`src/rtl/led_pkg.sv`:
```
// ----------------------------------------------------------------------------
// led_pkg
// Shared types and helpers for the LED breathing stage.
//   state_e    : sequencer states (IDLE, RISE, HOLD_HI, FALL, HOLD_LO)
//   max_level(): full-scale brightness for a given PWM resolution
// Optional build macro used by led_breath: LED_BREATH_GAMMA_EN
// ----------------------------------------------------------------------------
package led_pkg;

    typedef enum logic [2:0] {
        IDLE    = 3'd0,
        RISE    = 3'd1,
        HOLD_HI = 3'd2,
        FALL    = 3'd3,
        HOLD_LO = 3'd4
    } state_e;

    // Full-scale brightness (2^bits - 1).
    function automatic int unsigned max_level(input int unsigned bits);
        return (32'd1 << bits) - 32'd1;
    endfunction

endpackage

```
`src/rtl/led_breath_pwm_gen.sv`:
```
// ----------------------------------------------------------------------------
// pwm_gen
// Free-running PWM with glitch-free duty update.
//   clk     in  board clock
//   rst     in  synchronous active-high reset
//   duty_i  in  requested duty (0..MAX); sampled only when the counter is MAX
//   led_o   out registered PWM output, 1 = lit
// The counter runs 0..MAX and wraps naturally at PWM_BITS width. Latching
// duty only on the last count of a period means a period never mixes two
// duty values, so pulse widths are always whole.
// ----------------------------------------------------------------------------
module pwm_gen #(
    parameter int PWM_BITS = 8
) (
    input  logic                clk,
    input  logic                rst,
    input  logic [PWM_BITS-1:0] duty_i,
    output logic                led_o
);

    localparam logic [PWM_BITS-1:0] CNT_MAX = '1;

    logic [PWM_BITS-1:0] cnt_q, cnt_d;
    logic [PWM_BITS-1:0] duty_q, duty_d;
    logic                led_q, led_d;

    always_comb begin
        cnt_d  = cnt_q + 1'b1;
        duty_d = duty_q;
        if (cnt_q == CNT_MAX) begin
            duty_d = duty_i;
        end
        // Compare uses the duty in force for this period; the new duty only
        // applies from the next count 0.
        led_d = (cnt_q < duty_q);
    end

    always_ff @(posedge clk) begin
        if (rst) begin
            cnt_q  <= '0;
            duty_q <= '0;
            led_q  <= 1'b0;
        end else begin
            cnt_q  <= cnt_d;
            duty_q <= duty_d;
            led_q  <= led_d;
        end
    end

    assign led_o = led_q;

endmodule

```
`src/rtl/led_breath.sv`:
```
// ----------------------------------------------------------------------------
// led_breath
// Breathing LED driver: brightness ramps up, holds, ramps down, holds, and
// repeats, advancing one step per tick strobe while enabled.
//   clk         in  board clock (27 MHz), single domain
//   rst         in  synchronous active-high reset
//   tick        in  single-cycle step strobe
//   en          in  level-sensitive run enable
//   led         out registered LED drive, 1 = lit
//   level       out current brightness 0..MAX
//   at_peak     out high while holding at full brightness
//   cycle_done  out one-cycle pulse when the low hold ends and a new rise starts
// Build option: define LED_BREATH_GAMMA_EN to map brightness to duty through
// a square-law curve; otherwise duty equals level.
// ----------------------------------------------------------------------------
module led_breath
    import led_pkg::*;
#(
    parameter int PWM_BITS   = 8,
    parameter int STEP       = 1,
    parameter int HOLD_TICKS = 4
) (
    input  logic                clk,
    input  logic                rst,
    input  logic                tick,
    input  logic                en,
    output logic                led,
    output logic [PWM_BITS-1:0] level,
    output logic                at_peak,
    output logic                cycle_done
);

    localparam int unsigned         MAX_U     = max_level(PWM_BITS);
    localparam logic [PWM_BITS-1:0] MAX_L     = PWM_BITS'(MAX_U);
    localparam logic [PWM_BITS-1:0] STEP_L    = PWM_BITS'(STEP);
    localparam logic [7:0]          HOLD_LAST = 8'(HOLD_TICKS - 1);

    state_e              state_q, state_d;
    logic [PWM_BITS-1:0] level_q, level_d;
    logic [7:0]          hold_q, hold_d;
    logic                at_peak_q, at_peak_d;
    logic                done_q, done_d;

    // One extra bit so level+STEP cannot wrap before the saturation test.
    logic [PWM_BITS:0]   sum;
    assign sum = {1'b0, level_q} + {1'b0, STEP_L};

    always_comb begin
        state_d = state_q;
        level_d = level_q;
        hold_d  = hold_q;
        done_d  = 1'b0;

        if (state_q != IDLE && !en) begin
            // Dropping enable aborts the fade, even on a tick cycle.
            state_d = IDLE;
            level_d = '0;
            hold_d  = '0;
        end else begin
            unique case (state_q)
                IDLE: begin
                    level_d = '0;
                    hold_d  = '0;
                    if (en) begin
                        state_d = RISE;
                    end
                end
                RISE: begin
                    if (tick) begin
                        if (sum >= {1'b0, MAX_L}) begin
                            level_d = MAX_L;
                            state_d = HOLD_HI;
                            hold_d  = '0;
                        end else begin
                            level_d = sum[PWM_BITS-1:0];
                        end
                    end
                end
                HOLD_HI: begin
                    if (tick) begin
                        if (hold_q == HOLD_LAST) begin
                            state_d = FALL;
                            hold_d  = '0;
                        end else begin
                            hold_d = hold_q + 8'd1;
                        end
                    end
                end
                FALL: begin
                    if (tick) begin
                        if (level_q <= STEP_L) begin
                            level_d = '0;
                            state_d = HOLD_LO;
                            hold_d  = '0;
                        end else begin
                            level_d = level_q - STEP_L;
                        end
                    end
                end
                HOLD_LO: begin
                    if (tick) begin
                        if (hold_q == HOLD_LAST) begin
                            state_d = RISE;
                            hold_d  = '0;
                            done_d  = 1'b1;
                        end else begin
                            hold_d = hold_q + 8'd1;
                        end
                    end
                end
                default: begin
                    state_d = IDLE;
                    level_d = '0;
                    hold_d  = '0;
                end
            endcase
        end

        at_peak_d = (state_d == HOLD_HI);
    end

    always_ff @(posedge clk) begin
        if (rst) begin
            state_q   <= IDLE;
            level_q   <= '0;
            hold_q    <= '0;
            at_peak_q <= 1'b0;
            done_q    <= 1'b0;
        end else begin
            state_q   <= state_d;
            level_q   <= level_d;
            hold_q    <= hold_d;
            at_peak_q <= at_peak_d;
            done_q    <= done_d;
        end
    end

    // Brightness to duty mapping.
    logic [PWM_BITS-1:0] duty;
`ifdef LED_BREATH_GAMMA_EN
    logic [2*PWM_BITS-1:0] level_w;
    logic [2*PWM_BITS-1:0] level_sq;
    assign level_w  = {{PWM_BITS{1'b0}}, level_q};
    assign level_sq = level_w * level_w;
    // Square law alone tops out just below full scale; pin the peak to MAX.
    assign duty = (level_q == MAX_L) ? MAX_L : level_sq[2*PWM_BITS-1:PWM_BITS];
`else
    assign duty = level_q;
`endif

    pwm_gen #(
        .PWM_BITS (PWM_BITS)
    ) u_pwm (
        .clk    (clk),
        .rst    (rst),
        .duty_i (duty),
        .led_o  (led)
    );

    assign level      = level_q;
    assign at_peak    = at_peak_q;
    assign cycle_done = done_q;

endmodule
```
`config.mk`:
```
export PLATFORM = sky130hd
export DESIGN_NAME = led_breath
export DESIGN_NICKNAME = d
export VERILOG_FILES = /design/src/rtl/led_pkg.sv /design/src/rtl/led_breath_pwm_gen.sv /design/src/rtl/led_breath.sv
export SDC_FILE = /design/constraint.sdc
export NUM_CORES = 1
export LEC_CHECK = 0
export CAP_MARGIN = 30
export CORE_UTILIZATION = 35
export DETAILED_ROUTE_END_ITERATION = 12
export DONT_BUFFER_PORTS = 1
export PLACE_DENSITY = 0.63
export REMOVE_ABC_BUFFERS = 1
export SLEW_MARGIN = 10
export SYNTH_ARGS = -nofsm -noshare
export SYNTH_HDL_FRONTEND = slang
export SYNTH_SLANG_ARGS = --single-unit
```
`constraint.sdc`:
```
create_clock -name clk -period 2.1 [get_ports clk]
set_input_delay 0.42 -clock clk [delete_from_list [all_inputs] [get_ports clk]]
set_output_delay 0.42 -clock clk [all_outputs]
set_load 0.05 [all_outputs]
```
# ---- Yosys cells after proc, flatten, opt, wreduce, memory -nomap -nowiden
# Cells that the tools add are included.
# W data, S select, Z words.
dict set report op_classes {
  muxes 24
  addsub 4
  n_bitwise 3
  eq_ne 12
  order_cmp 3
  n_reduce_logical 9
}
# cell n
set op_table {}
lappend op_table {{$mux W8} 10}
lappend op_table {{$pmux W8 S3} 2}
lappend op_table {{$mux W3} 10}
lappend op_table {{$add A8 B1 Y8 const B} 2}
lappend op_table {{$pmux W3 S5} 1}
lappend op_table {{$add A8 B1 Y9 const B} 1}
lappend op_table {{$eq A3 B2 Y1 const B} 3}
lappend op_table {{$ge A9 B8 Y1 const B} 1}
lappend op_table {{$eq A8 B2 Y1 const B} 1}
lappend op_table {{$eq A8 B8 Y1 const B} 1}
lappend op_table {{$le A8 B1 Y1 const B} 1}
lappend op_table {{$lt A8 B8 Y1} 1}
lappend op_table {{$ne A2 B2 Y1 const B} 4}
lappend op_table {{$sub A8 B1 Y8 const B} 1}
lappend op_table {{$reduce_and A5 Y1} 1}
lappend op_table {{$reduce_or A2 Y1} 2}
lappend op_table {{$reduce_or A4 Y1} 1}
lappend op_table {{$eq A3 B1 Y1 const B} 1}
lappend op_table {{$eq A3 B3 Y1 const B} 1}
lappend op_table {{$logic_not A3 Y1} 1}
lappend op_table {{$not A1 Y1} 3}
lappend op_table {{$reduce_and A3 Y1} 1}
lappend op_table {{$reduce_bool A3 Y1} 1}
lappend op_table {{$ne A2 B1 Y1 const B} 1}
lappend op_table {{3 further kinds} 3}
dict set report word_totals {
  word_cells 63
  out_inout_bits 11
  ff_bits 38
}

# ---- Longest topological paths before layout
dict set report logic_depth {
  word_depth 7
  mapped_depth 9
  mapped_depth_nobuf 8
}

# ---- Cells and area by module
# From an unflattened synthesis, not the netlist that was laid out.
dict set report unflattened {
  cells_unflattened 309
  area_unflattened_um2 2482.4
}
# module instances area_per_inst_um2 cells_each
set by_module_without_submodules {}
lappend by_module_without_submodules {led_breath 1 1624.1 218}
lappend by_module_without_submodules {pwm_gen 1 858.3 91}

# ---- Worst setup path after synthesis
# Ideal clock, no wire load.
dict set report synth_timing {
  path_kind {reg2reg}
  start {register level_q[0], in the netlist level[0]}
  end {register hold_q[5]}
  slack_ns -0.247
  synth_period_minus_slack_ns 2.347
  stages_incl_launch_ff 9
  arrival_ns 2.214
  required_ns 1.968
  cell_sequence {dfxtp_1 > clkbuf_1 > inv_1 > ha_1 > o211ai_1 > a31oi_2 > nor3_4 > o41ai_1 > a21oi_1}
}
dict set report synth_between {
  elab_chain_len 4
  word_cells_on_any_way 6
  cone_classes {add/sub (1); order compare (2); eq/ne (2); reduce/logical (1)}
}
# item line_no
set synth_lines {}
lappend synth_lines {{start: declaration} led_breath.sv:39} ;# logic [PWM_BITS-1:0] level_q, level_d;
lappend synth_lines {{start signal: assignment} led_breath.sv:131} ;# level_q <= level_d;
lappend synth_lines {{$add A8 B1 Y9} led_breath.sv:46} ;# assign sum = {1'b0, level_q} + {1'b0, STEP_L};
lappend synth_lines {{$ge A9 B8 Y1} led_breath.sv:70} ;# if (sum >= {1'b0, MAX_L}) begin
lappend synth_lines {{$ne A2 B2 Y1 (no line)} --}
lappend synth_lines {{$reduce_and A5 Y1 (no line) (*)} --}
lappend synth_lines {{end signal: assignment} led_breath.sv:132} ;# hold_q <= hold_d;
lappend synth_lines {{end: declaration} led_breath.sv:40} ;# logic [7:0] hold_q, hold_d;
# Every way passes the cells marked *; elsewhere a longest branch is shown, timed or not.
# A chain may end at the register's enable or synchronous reset.

# ---- Final worst setup path
dict set report layout_timing {
  start {register hold_q[0]}
  end {register hold_q[6]}
}
dict set report layout_between {
  elab_chain_len 4
  word_cells_on_any_way 5
  cone_classes {add/sub (1); eq/ne (1); mux (3)}
}
# item line_no
set layout_lines {}
lappend layout_lines {{$add A8 B1 Y8 / $eq A8 B2 Y1 (equally long branches)} --}
lappend layout_lines {{$mux W8 (*)} {led_breath.sv:81, led_breath.sv:102}}
lappend layout_lines {{$mux W8 (*)} led_breath.sv:80} ;# if (tick) begin
lappend layout_lines {{$pmux W8 S3 (*)} led_breath.sv:60} ;# unique case (state_q)
# Every way passes the cells marked *; elsewhere a longest branch is shown, timed or not. The select of a mux whose other input is x is not followed.

==> results.ini <==
[placed_design]
hpwl_microns = 4050
placement.io_buffers = 0
dp_cells = 357
gp_congestion = 0.914

[sta]
setup_viol = 0
slew_viol_final = 0
post-route-period-util_pct = 93.9
rsz0062_at_grt = yes
finClkSkew_ns = 0.00503
maxSlewHeadroom_pct = 67.6
fmaxAchievable_mhz = 507
whs_ns = 0.189
hold_violations = 0
period_minus_slack_ns = 1.97
tightestPinTransition_ns = 0.486

[clock_network]
cts_sinks = 38
clockRootBuffer = clkbuf_8
clock_latency_ns = 0.29
htree_levels = 2
clk_pin_slew_ns = 0.08
cts.path.max_buffers = 2
cts_hold_buf = 0
cts_tree = yes
numCtsBuffers = 5

[grt]
grt_pass1_wl_microns = 9250
grt_pass1_vias = 1866
grtUsageMet3_pct = 3.83
grt_use_met1_pct = 22.1
gr-usage-met2_pct = 25.4
antenna_found_initial = 0
globalRoute.busiestLayer = met2
grt_usage_pct = 16.3
grt-ovfl-total = 0
grt_max_degree = 23

[power_and_ir_drop]
switchingPower_w = 0.000369
pwr-share-seq_pct = 48.4
clkPwrFrac_pct = 41.3
ir_drop_mv = 0.226
switching_share_pct = 23.9
p_int_w = 0.00117
leakagePower_nw = 0.958
combPwrFrac_pct = 10.3
power_density_mw_per_mm2 = 570

[yosys]
async_flop_share_pct = 0
postSynthCellCount = 279
synth_flop_cell = dfxtp_1
ys_ff_latch = 38
syn_avg_cell_area_sq_um = 8.53
synth_top_area_cell = dfxtp_1
synth_area_sq_mm = 0.00238
netlist.area_leader.share_pct = 32.0
ys_types = 60
seq_area_frac_synth_pct = 32.0
ys_top_cells_by_area = dfxtp_1 32%, ha_1 6.8%, nor2_1 4.7%, a21oi_1 4.2%, mux2i_1 3.8%
yosysWarnings = 0
synth_edf_count = 0

[routing]
viasPerCell = 5.57
detail-route-antenna-nets = 0
vias = 2055
drc = 0
routed_wl_microns = 5450
drtPass1Iterations = 4
wl_per_cell_microns = 14.8
initialDrtViolationCount = 113

[critical_path]
reg2reg_slack_ns = 0.13
rr_startpoint = hold_q[0]
arrival_ns = 2.13
startpoint_type = register
regToRegEndpoint = hold_q[6]
cp_data_required_time_ns = 2.26
worstSetupEndpointType = register
reg2regPathDepth = 7
path_max_fanout = 7
criticalPathCategory = register to register

[final_layout]
area_delta_synth_final_pct = 13.8
diodes = 0
drive_gt1_share_pct = 19.9
postLayoutCoreUtil_pct = 41.9
finalNetCount = 309
final_cells = 369

[floorplanning]
start_util_pct = 36.8
die_w_microns = 84.4
num_io_pins = 15
die_y_microns = 84.4
die_area_sq_mm = 0.00713
core-area_sq_mm = 0.00646
rows = 29

[run_status]
status = finished, final reports clean

[worst_hold_path]
holdPathStages = 1
hold_class = input pin to register
min_to = u_pwm.cnt_q[0]
holdCritStartpoint = rst

[run]
drv_cap = 0

[metal layers]
metal	part of all wire [%]	vias up
met1	50	974
met3	4.1	7
met2	45	32
met4	1.3	0
li1	-	1042
met5	0	-
[flip-flops by register name (all words and copies together), names as in the netlist]
register / cells
cycle_done: 1
u_pwm.cnt_q: 8
level: 8
hold_q: 8
at_peak: 1
u_pwm.led_o: 1
u_pwm.duty_q: 8
state_q: 3
[stage by stage]
| stage | setup TNS, ns | cell area, sq um | setup WS (ns) | total power (W) |
|---|---|---|---|---|
| after CTS | 0 | 2610 | 0.0728 | 0.00156 |
| final | 0 | 2710 | 0.127 | 0.00154 |
| after detailed placement | 0 | 2490 | 0.0841 | 0.000922 |
| after global placement | 0 | 2490 | 0.118 | 0.000920 |
| after global routing | -0.00600 | 2710 | -0.00600 | 0.00162 |
| after floorplan | -2.15 | 2260 | -0.203 | 0.000874 |
[timing repair]
item / CTS / global route
gates resized for setup: 0 / 14
hold endpoints to repair: 0 / 0
setup endpoints to repair: 0 / 12
setup buffers: 0 / 5
[power groups by stage]
stage,Combinational (W),Sequential (W),Clock [W]
after detailed placement,0.000156,0.000765,0
final,0.000158,0.000747,0.000637
after global routing,0.000176,0.000749,0.000696
after floorplan,0.000104,0.000769,0
after global placement,0.000155,0.000765,0
after CTS,0.000157,0.000748,0.000656
[how the worst max path moves through the flow]
stage	start	endpoint	slack, ns
floorplan	level[0]	hold_q[5]	-0.20
global placement	hold_q[0]	hold_q[6]	0.12
detailed placement	hold_q[0]	hold_q[6]	0.08
CTS	hold_q[0]	hold_q[6]	0.07
global route	level[0]	hold_q[5]	-0.006
finish	hold_q[0]	hold_q[6]	0.13
[synthesized netlist by cell type (2+ instances only)]
cell type,number
or3_1,5
a211oi_1,2
o22ai_1,2
o31ai_1,2
nor3_1,5
clkbuf_1,7
a41oi_1,2
nand4_1,3
nand2_1,18
nor3_2,2
a21o_1,3
nor2b_1,3
xor2_1,5
nand2b_1,7
buf_2,3
and3_1,6
nand3b_1,2
a31oi_1,6
a21oi_1,20
nor3_4,2
o211ai_1,3
mux2i_1,9
buf_6,2
o21ai_0,6
nor4_1,4
nand3_1,16
clkbuf_8,3
a311oi_1,5
a32o_1,2
inv_1,12
ha_1,13
nor2_1,30
dfxtp_1,38
a221oi_1,2
xnor2_1,3
nor4_4,2
[cell usage in the layout (no fill, tap or decap), types with 4 or more instances in the layout]
master / count
a21oi_1: 20
a311oi_1: 5
a31oi_1: 6
and3_1: 5
buf_4: 23
clkbuf_8: 6
dfxtp_1: 34
ha_1: 12
inv_1: 12
mux2i_1: 9
nand2_1: 17
nand2b_1: 7
nand3_1: 16
nor2_1: 30
nor3_1: 5
nor3_4: 4
nor4_1: 4
o21ai_0: 6
or3_1: 5
xor2_1: 5
[worst max-delay path, stage by stage (launching register included)]
cell,delay (ns)
dfxtp_4,0.37
ha_4,0.14
or4b_4,0.47
nor4_4,0.34
nor3_4,0.10
and2_4,0.19
a41oi_2,0.17
a311oi_1,0.07
[kinds of logic after synthesis]
kind of cell,count (synthesis),synth area share (%)
simple gates,115,28.1
compound gates,63,17.8
flops,38,32.0
buf+inv,30,6.94
fa+ha+maj,14,7.26
mux,10,4.26
xor+xnor,9,3.63
[layout make-up]
type	instances	area [sq um]
clock buffer	6	82.6
clock inverter	1	30.0
fill	653	3750
inverter	13	48.8
multi-input combinational	211	1510
sequential	38	768
tap	77	96.3
timing repair buffer	23	173
No activity file was read; power rests on OpenSTA's default activity.
